[config.mk]
export PLATFORM = sky130hd
export DESIGN_NAME = vga_fb_arbiter
export DESIGN_NICKNAME = d
export VERILOG_FILES = /design/src/rtl/vga_arb_pkg.sv /design/src/rtl/vga_arb_tag_pipe.sv /design/src/rtl/vga_fb_arbiter.sv
export SDC_FILE = /design/constraint.sdc
export NUM_CORES = 1
export LEC_CHECK = 0
export BUFFER_PORTS_ARGS = -buffer_cell sky130_fd_sc_hd__buf_2
export CAP_MARGIN = 10
export CELL_PAD_IN_SITES_DETAIL_PLACEMENT = 1
export CELL_PAD_IN_SITES_GLOBAL_PLACEMENT = 1
export CORE_MARGIN = 1
export CORE_UTILIZATION = 34
export CTS_CLUSTER_SIZE = 28
export DETAILED_ROUTE_END_ITERATION = 10
export HOLD_SLACK_MARGIN = 0.02
export PLACE_DENSITY_LB_ADDON = 0.1
export REMOVE_ABC_BUFFERS = 1
export SLEW_MARGIN = 20
export SYNTH_ARGS = -nofsm -noshare
export SYNTH_HDL_FRONTEND = slang
export SYNTH_SLANG_ARGS = --single-unit
[constraint.sdc]
create_clock -name clk -period 1.5 [get_ports clk]
set_input_delay 0.15 -clock clk [delete_from_list [all_inputs] [get_ports clk]]
set_output_delay 0.15 -clock clk [all_outputs]
set_load 0.01 [all_outputs]
[src/rtl/vga_arb_pkg.sv]
// Shared types and constants for the VGA frame-buffer memory arbiter.
package vga_arb_pkg;

    localparam int unsigned ADDR_W_DEF = 11;
    localparam int unsigned DATA_W_DEF = 8;
    localparam int unsigned STAT_W_DEF = 16;
    localparam int unsigned READ_LAT   = 3;

    typedef enum logic [1:0] {
        ST_IDLE = 2'd0,
        ST_WAIT = 2'd1,
        ST_RD1  = 2'd2,
        ST_RD2  = 2'd3
    } arb_state_e;

    typedef enum logic {
        OWN_DISP = 1'b0,
        OWN_HOST = 1'b1
    } owner_e;

    typedef struct packed {
        logic   valid;
        owner_e owner;
    } tag_t;

endpackage

[src/rtl/vga_arb_tag_pipe.sv]
// Two-stage valid/owner delay line that follows each memory read and
// produces the read-data capture enables aligned with mem_rdata.
module vga_arb_tag_pipe
    import vga_arb_pkg::*;
(
    input  logic   clk,
    input  logic   rst,
    input  logic   i_valid,
    input  owner_e i_owner,
    output logic   o_cap_disp_c,
    output logic   o_cap_host_c
);

    tag_t r_s1;
    tag_t r_s2;

    // Stage 1 aligns with mem_addr, stage 2 aligns with mem_rdata
    always_ff @(posedge clk) begin
        if (rst) begin
            r_s1 <= '0;
            r_s2 <= '0;
        end else begin
            r_s1 <= '{valid: i_valid, owner: i_owner};
            r_s2 <= r_s1;
        end
    end

    assign o_cap_disp_c = r_s2.valid && (r_s2.owner == OWN_DISP);
    assign o_cap_host_c = r_s2.valid && (r_s2.owner == OWN_HOST);

endmodule

[src/rtl/vga_fb_arbiter.sv]
// Single-port image memory arbiter: display reads always win with a fixed
// 3-cycle latency; the host is served on idle (blanking) cycles.
// Optional macro VGA_ARB_STATS_EN adds the host_stall_cnt statistics port.
module vga_fb_arbiter
    import vga_arb_pkg::*;
#(
    parameter int unsigned ADDR_W = ADDR_W_DEF,
    parameter int unsigned DATA_W = DATA_W_DEF
`ifdef VGA_ARB_STATS_EN
    ,
    parameter int unsigned STAT_W = STAT_W_DEF
`endif
) (
    input  logic              clk,
    input  logic              rst,
    input  logic              disp_req,
    input  logic [ADDR_W-1:0] disp_addr,
    output logic              disp_rvalid,
    output logic [DATA_W-1:0] disp_rdata,
    input  logic              host_req,
    input  logic              host_we,
    input  logic [ADDR_W-1:0] host_addr,
    input  logic [DATA_W-1:0] host_wdata,
    output logic              host_ack,
    output logic              host_rvalid,
    output logic [DATA_W-1:0] host_rdata,
    output logic [ADDR_W-1:0] mem_addr,
    output logic              mem_we,
    output logic [DATA_W-1:0] mem_wdata,
    input  logic [DATA_W-1:0] mem_rdata
`ifdef VGA_ARB_STATS_EN
    ,
    output logic [STAT_W-1:0] host_stall_cnt
`endif
);

    arb_state_e        r_state;
    logic [ADDR_W-1:0] r_mem_addr;
    logic              r_mem_we;
    logic [DATA_W-1:0] r_mem_wdata;
    logic              r_host_ack;
    logic              r_disp_rvalid;
    logic [DATA_W-1:0] r_disp_rdata;
    logic              r_host_rvalid;
    logic [DATA_W-1:0] r_host_rdata;

    logic   w_decide;
    logic   w_host_go;
    logic   w_rd_issue;
    owner_e w_rd_owner;
    logic   w_cap_disp;
    logic   w_cap_host;

    // Host may only be granted in a decision state and when the display is idle
    assign w_decide   = (r_state == ST_IDLE) || (r_state == ST_WAIT);
    assign w_host_go  = w_decide && !disp_req && host_req;
    assign w_rd_issue = disp_req || (w_host_go && !host_we);
    assign w_rd_owner = disp_req ? OWN_DISP : OWN_HOST;

    // Arbitration FSM with registered memory command and host_ack
    always_ff @(posedge clk) begin
        if (rst) begin
            r_state     <= ST_IDLE;
            r_mem_addr  <= '0;
            r_mem_we    <= 1'b0;
            r_mem_wdata <= '0;
            r_host_ack  <= 1'b0;
        end else begin
            r_mem_we   <= 1'b0;
            r_host_ack <= 1'b0;
            case (r_state)
                ST_IDLE, ST_WAIT: begin
                    if (disp_req) begin
                        r_mem_addr <= disp_addr;
                        r_state    <= host_req ? ST_WAIT : ST_IDLE;
                    end else if (host_req) begin
                        r_mem_addr  <= host_addr;
                        r_mem_we    <= host_we;
                        r_mem_wdata <= host_wdata;
                        r_host_ack  <= 1'b1;
                        r_state     <= host_we ? ST_IDLE : ST_RD1;
                    end else begin
                        r_state <= ST_IDLE;
                    end
                end
                ST_RD1: begin
                    if (disp_req) r_mem_addr <= disp_addr;
                    r_state <= ST_RD2;
                end
                ST_RD2: begin
                    if (disp_req) r_mem_addr <= disp_addr;
                    r_state <= ST_IDLE;
                end
            endcase
        end
    end

    vga_arb_tag_pipe u_tag_pipe (
        .clk          (clk),
        .rst          (rst),
        .i_valid      (w_rd_issue),
        .i_owner      (w_rd_owner),
        .o_cap_disp_c (w_cap_disp),
        .o_cap_host_c (w_cap_host)
    );

    // Capture returning read data into the owner's output register
    always_ff @(posedge clk) begin
        if (rst) begin
            r_disp_rvalid <= 1'b0;
            r_disp_rdata  <= '0;
            r_host_rvalid <= 1'b0;
            r_host_rdata  <= '0;
        end else begin
            r_disp_rvalid <= w_cap_disp;
            r_host_rvalid <= w_cap_host;
            if (w_cap_disp) r_disp_rdata <= mem_rdata;
            if (w_cap_host) r_host_rdata <= mem_rdata;
        end
    end

    assign mem_addr    = r_mem_addr;
    assign mem_we      = r_mem_we;
    assign mem_wdata   = r_mem_wdata;
    assign host_ack    = r_host_ack;
    assign disp_rvalid = r_disp_rvalid;
    assign disp_rdata  = r_disp_rdata;
    assign host_rvalid = r_host_rvalid;
    assign host_rdata  = r_host_rdata;

`ifdef VGA_ARB_STATS_EN
    logic [STAT_W-1:0] r_stall_cnt;
    logic              w_stall;

    assign w_stall = w_decide && host_req && disp_req;

    // Saturating count of cycles the host lost arbitration to the display
    always_ff @(posedge clk) begin
        if (rst) begin
            r_stall_cnt <= '0;
        end else if (w_stall && (r_stall_cnt != {STAT_W{1'b1}})) begin
            r_stall_cnt <= r_stall_cnt + STAT_W'(1);
        end
    end

    assign host_stall_cnt = r_stall_cnt;
`endif

endmodule

# Word-level counts from Yosys, hierarchy flattened
# Cells that the tools add are included.
[word_totals]
regBits = 45
in_bits = 43
out_inout_bits = 39
wordCells = 49
[classes]
eq_ne = 5
n_mux = 11
bitwise = 4
n_reduce_logical = 16
[ops]
columns = ["op", "n"]
rows = [
  ["$mux 11", 3],
  ["$pmux 11 s2", 1],
  ["$mux 2", 3],
  ["$pmux 2 s3", 1],
  ["$logic_and 1x1->1", 5],
  ["$eq 2x2->1 const B", 2],
  ["$not 1->1", 4],
  ["$reduce_or 2->1", 2],
  ["$reduce_or 4->1", 1],
  ["$mux 1", 3],
  ["$ne 3x3->1 const B", 1],
  ["$reduce_and 3->1", 1],
  ["$reduce_or 3->1", 1],
  ["$eq 2x1->1 const B", 1],
  ["$logic_not 1->1", 2],
  ["$logic_not 2->1", 1],
  ["$logic_or 1x1->1", 2],
  ["$ne 2x1->1 const B", 1],
  ["$reduce_and 2->1", 1],
]

# Longest topological paths before layout
[depth]
word_depth = 6
mapped_depth = 5

# Modules after synthesis
# From an unflattened synthesis, not the netlist that was laid out.
[hier_totals]
cells_unflattened = 164
hier_area_um2 = 1661.6
[by_module_without_submodules]
columns = ["mod", "instances", "cells_per_inst", "area_per_inst_um2"]
rows = [
  ["vga_fb_arbiter", 1, 154, 1540.2],
  ["vga_arb_tag_pipe", 1, 10, 121.4],
]

# Worst setup path before layout
# No wires, ideal clock.
[synth_path]
path_type = "register to register"
startpoint = "reg r_state[1]"
endpoint = "reg r_mem_addr[0], in the netlist mem_addr[0]"
arrival_ns = 0.872
path_slack_ns = 0.491
stages_incl_launch_ff = 5
n_path_buf = 1
cell_sequence = "dfxtp_1 -> nand2b_4 -> buf_8 -> mux2i_1 -> a211oi_1"
[synth_via]
elab_chain_cells = 4
word_cells_on_any_way = 10
cone_classes = "eq/ne (5); mux (1); reduce/logical (4)"
[synth_rtl]
columns = ["element", "line_no", "rtl"]
rows = [
  ["start: declaration", "vga_fb_arbiter.sv:37", "arb_state_e r_state;"],
  ["start signal: assignment", "vga_fb_arbiter.sv:75", "r_state <= host_req ? ST_WAIT : ST_IDLE;"],
  ["start signal: assignment", "vga_fb_arbiter.sv:81", "r_state <= host_we ? ST_IDLE : ST_RD1;"],
  ["$eq 2x1->1, or another cell as far along", "vga_fb_arbiter.sv:71", "case (r_state)"],
  ["$reduce_or 2->1 (on tied branches)", "--", ""],
  ["$ne 3x3->1 (no source line) / $ne 2x1->1 (equally long branches)", "--", ""],
  ["$reduce_and 2->1 (no source line)", "--", ""],
  ["end signal: assignment", "vga_fb_arbiter.sv:74", "r_mem_addr <= disp_addr;"],
  ["end signal: assignment", "vga_fb_arbiter.sv:77", "r_mem_addr <= host_addr;"],
  ["end signal: assignment", "vga_fb_arbiter.sv:87", "if (disp_req) r_mem_addr <= disp_addr;"],
  ["end: declaration", "vga_fb_arbiter.sv:38", "logic [ADDR_W-1:0] r_mem_addr;"],
]
# Parallel ways exist; a longest one is shown, timed or not.
# A chain may end at the register's enable or synchronous reset.

# Worst setup path after layout
[layout_path]
startpoint = "reg r_state[1]"
endpoint = "reg r_mem_addr[6], in the netlist mem_addr[6]"
# The elaborated chain is that of the path after synthesis.

==> metrics.yaml <==
cts_setup_buffers: 0
grt_pass1_vias: 1552
ant_nets: 0
cp_data_required_time_ns: 1.71
synth_top_family_by_area: "simple AND/OR/NAND/NOR gates"
dieArea_um2: 5110
port_buffers: 81
drive_gt1_frac: 0.376
rsz0062_at_grt: "no"
area_growth_pct: 36.1
tightest_slew_ns: 0.379
synth_compound_area_frac: 0.157
grt_usage: 0.180
power.total_w: 0.00251
vias: 1548
drv_slew: 0
yosysTopAreaCell: "dfxtp_1"
synth_flop_cell: "dfxtp_1"
drtIter0Drc: 76
regToRegSetupSlack_ns: 0.32
path_clk_slew_ns: 0.08
drc: 0
clk_latency_ns: 0.30
viasPerCell: 4.87
core_um2: 4500
row_count: 24
die_y_um: 71.5
cts_tree: "yes"
synthSimpleGateAreaFrac: 0.183
diodes: 0
critical_path_class: "register to register"
yosys-top-cells-area: "dfxtp_1 55%, a21oi_1 7.9%, nand2_1 7.5%"
synth_cell_types: 21
synth_edf_count: 0
maxSlewHeadroom: 0.747
yosys.area_share.adder: 0
grt_max_degree: 22
hold_buffers: 0
finalHoldViolCount: 0
status: "completed"
synthMuxAreaShare: 0.0670
drv_cap: 0
cts-root-buf: "clkbuf_8"
synth_top_area_share: 0.548
final_nets: 308
ys_warn_count: 0
hp-class: "input pin to register"
routedWlPerCell_um: 13.2
die_w_um: 71.5
cts_max_level: 2
finalClockSkew_ns: 0.00751
io_pins: 82
synth_area_um2: 1640
cp-start-kind: "register"
fmax_ghz: 0.851
crit_chain: "nand2b_4, mux2i_1, a211oi_1"
synthXorXnorAreaFrac: 0
totalWireLength_um: 4210
dr.pass1.iters: 4
numCtsBuffers: 5
fillers: 575
cts.path.max_buffers: 2
clock_sinks: 45
avgSynthCellArea_um2: 8.98
synth_seq_area_share: 0.548
critPathSlowestCell: "dfxtp_1"
yosysMostFrequentCell: "dfxtp_1"
floorplan.initialDensity: 0.365
grt_antenna_before_repair: 0
postSynthCellCount: 183
dp_hpwl_um: 3180
synth_common_cells: "45 x dfxtp_1, 33 x nand2_1, 26 x a21oi_1, 14 x nor2_1"
ir_drop_v: 0.000519
slowest_delay_ns: 0.37
p_per_area_nw_per_um2: 1120
endpoint_kind: "register"
gr-total-overflow: 0
fin_crit_ns: 1.18
grt_pass1_wl_um: 7130
ys_async_sr_fraction: 0
crit_arrival_ns: 1.38
gp_congestion: 0.702
synth-seq-cells: 45
period_share: 0.784
tns_ns: 0
ctsResizeCount: 0
cp_max_fo: 21
leakage_nw: 1.05
setup_violations: 0
==> per-layer routing <==
metal / track usage / up-vias / share of wire
li1: - / 779 / -
met1: 0.205 / 713 / 0.42
met2: 0.319 / 49 / 0.50
met3: 0.0661 / 7 / 0.064
met4: 0.0523 / 0 / 0.013
met5: 0 / - / 0
==> critical path: cells and delay by family, from the launching register on <==
kind,cells,cell delay [ns]
compound gates,1,0.26
mux,1,0.13
flops,1,0.37
simple gates,1,0.32
==> sequential cells by signal, summed over array words and instances, names as in the netlist <==
signal           count
host_rdata           8
u_tag_pipe.r_s2      2
host_ack             1
disp_rvalid          1
mem_wdata            8
disp_rdata           8
mem_addr            11
r_state              2
host_rvalid          1
u_tag_pipe.r_s1      2
mem_we               1
==> final timing paths <==
check,start,to,cells past startpoint
max,r_state[1],mem_addr[6],3
min,host_we,mem_we,2
max reg2reg,r_state[1],mem_addr[6],3
min reg2reg,u_tag_pipe.r_s1[0],u_tag_pipe.r_s2[0],1
==> cell type report <==
type / count / area [um^2] / share of cell area
clock inverter: 2 / 37.5 / 0.0168
timing repair buffer: 89 / 478 / 0.214
sequential: 45 / 901 / 0.403
clock buffer: 6 / 82.6 / 0.0369
inverter: 1 / 3.75 / 0.00168
multi-input combinational: 123 / 668 / 0.299
tap: 52 / 65.1 / 0.0291
==> cells in the final DEF, fill, tap and decap left out <==
master       n
buf_2       81
bufinv_16    1
a21oi_1     26
dfxtp_1     45
nand2_1     33
nor3b_2      1
nor2_1      14
nand3_1      8
nand2b_2     1
inv_1        1
nor2b_1      4
nor3_1       1
mux2i_1     11
clkbuf_8     6
and2_1       1
o21ai_0      9
clkinvlp_4   1
nand2b_1     2
a211oi_1    11
buf_12       1
nand2b_4     1
buf_4        7
==> power breakdown <==
| part | total (W) | internal, W | switching, W |
|---|---|---|---|
| sequential | 0.00127 | 0.00125 | 0.0000272 |
| clock | 0.000943 | 0.000541 | 0.000401 |
| combinational | 0.000293 | 0.000140 | 0.000153 |
==> cells by family (layout without fill, tap and decap cells) <==
family / Yosys count / count (layout)
compound gates: 46 / 46
buf+inv: 15 / 98
flops: 45 / 45
mux: 11 / 11
simple gates: 66 / 66
==> metrics by stage <==
step                setup WS [ns]  utilization  hold WS (ns)  cell area [um^2]  cells
floorplan                   0.414            -         0.217              1570    169
global placement            0.349        0.470         0.370              2120    310
detailed placement          0.295        0.470         0.380              2120    310
CTS                         0.288        0.496        0.0591              2240    318
global route                0.232        0.496        0.0624              2240    318
finish                      0.325        0.496        0.0651              2240    318
Power figures use the tool's default switching activity.
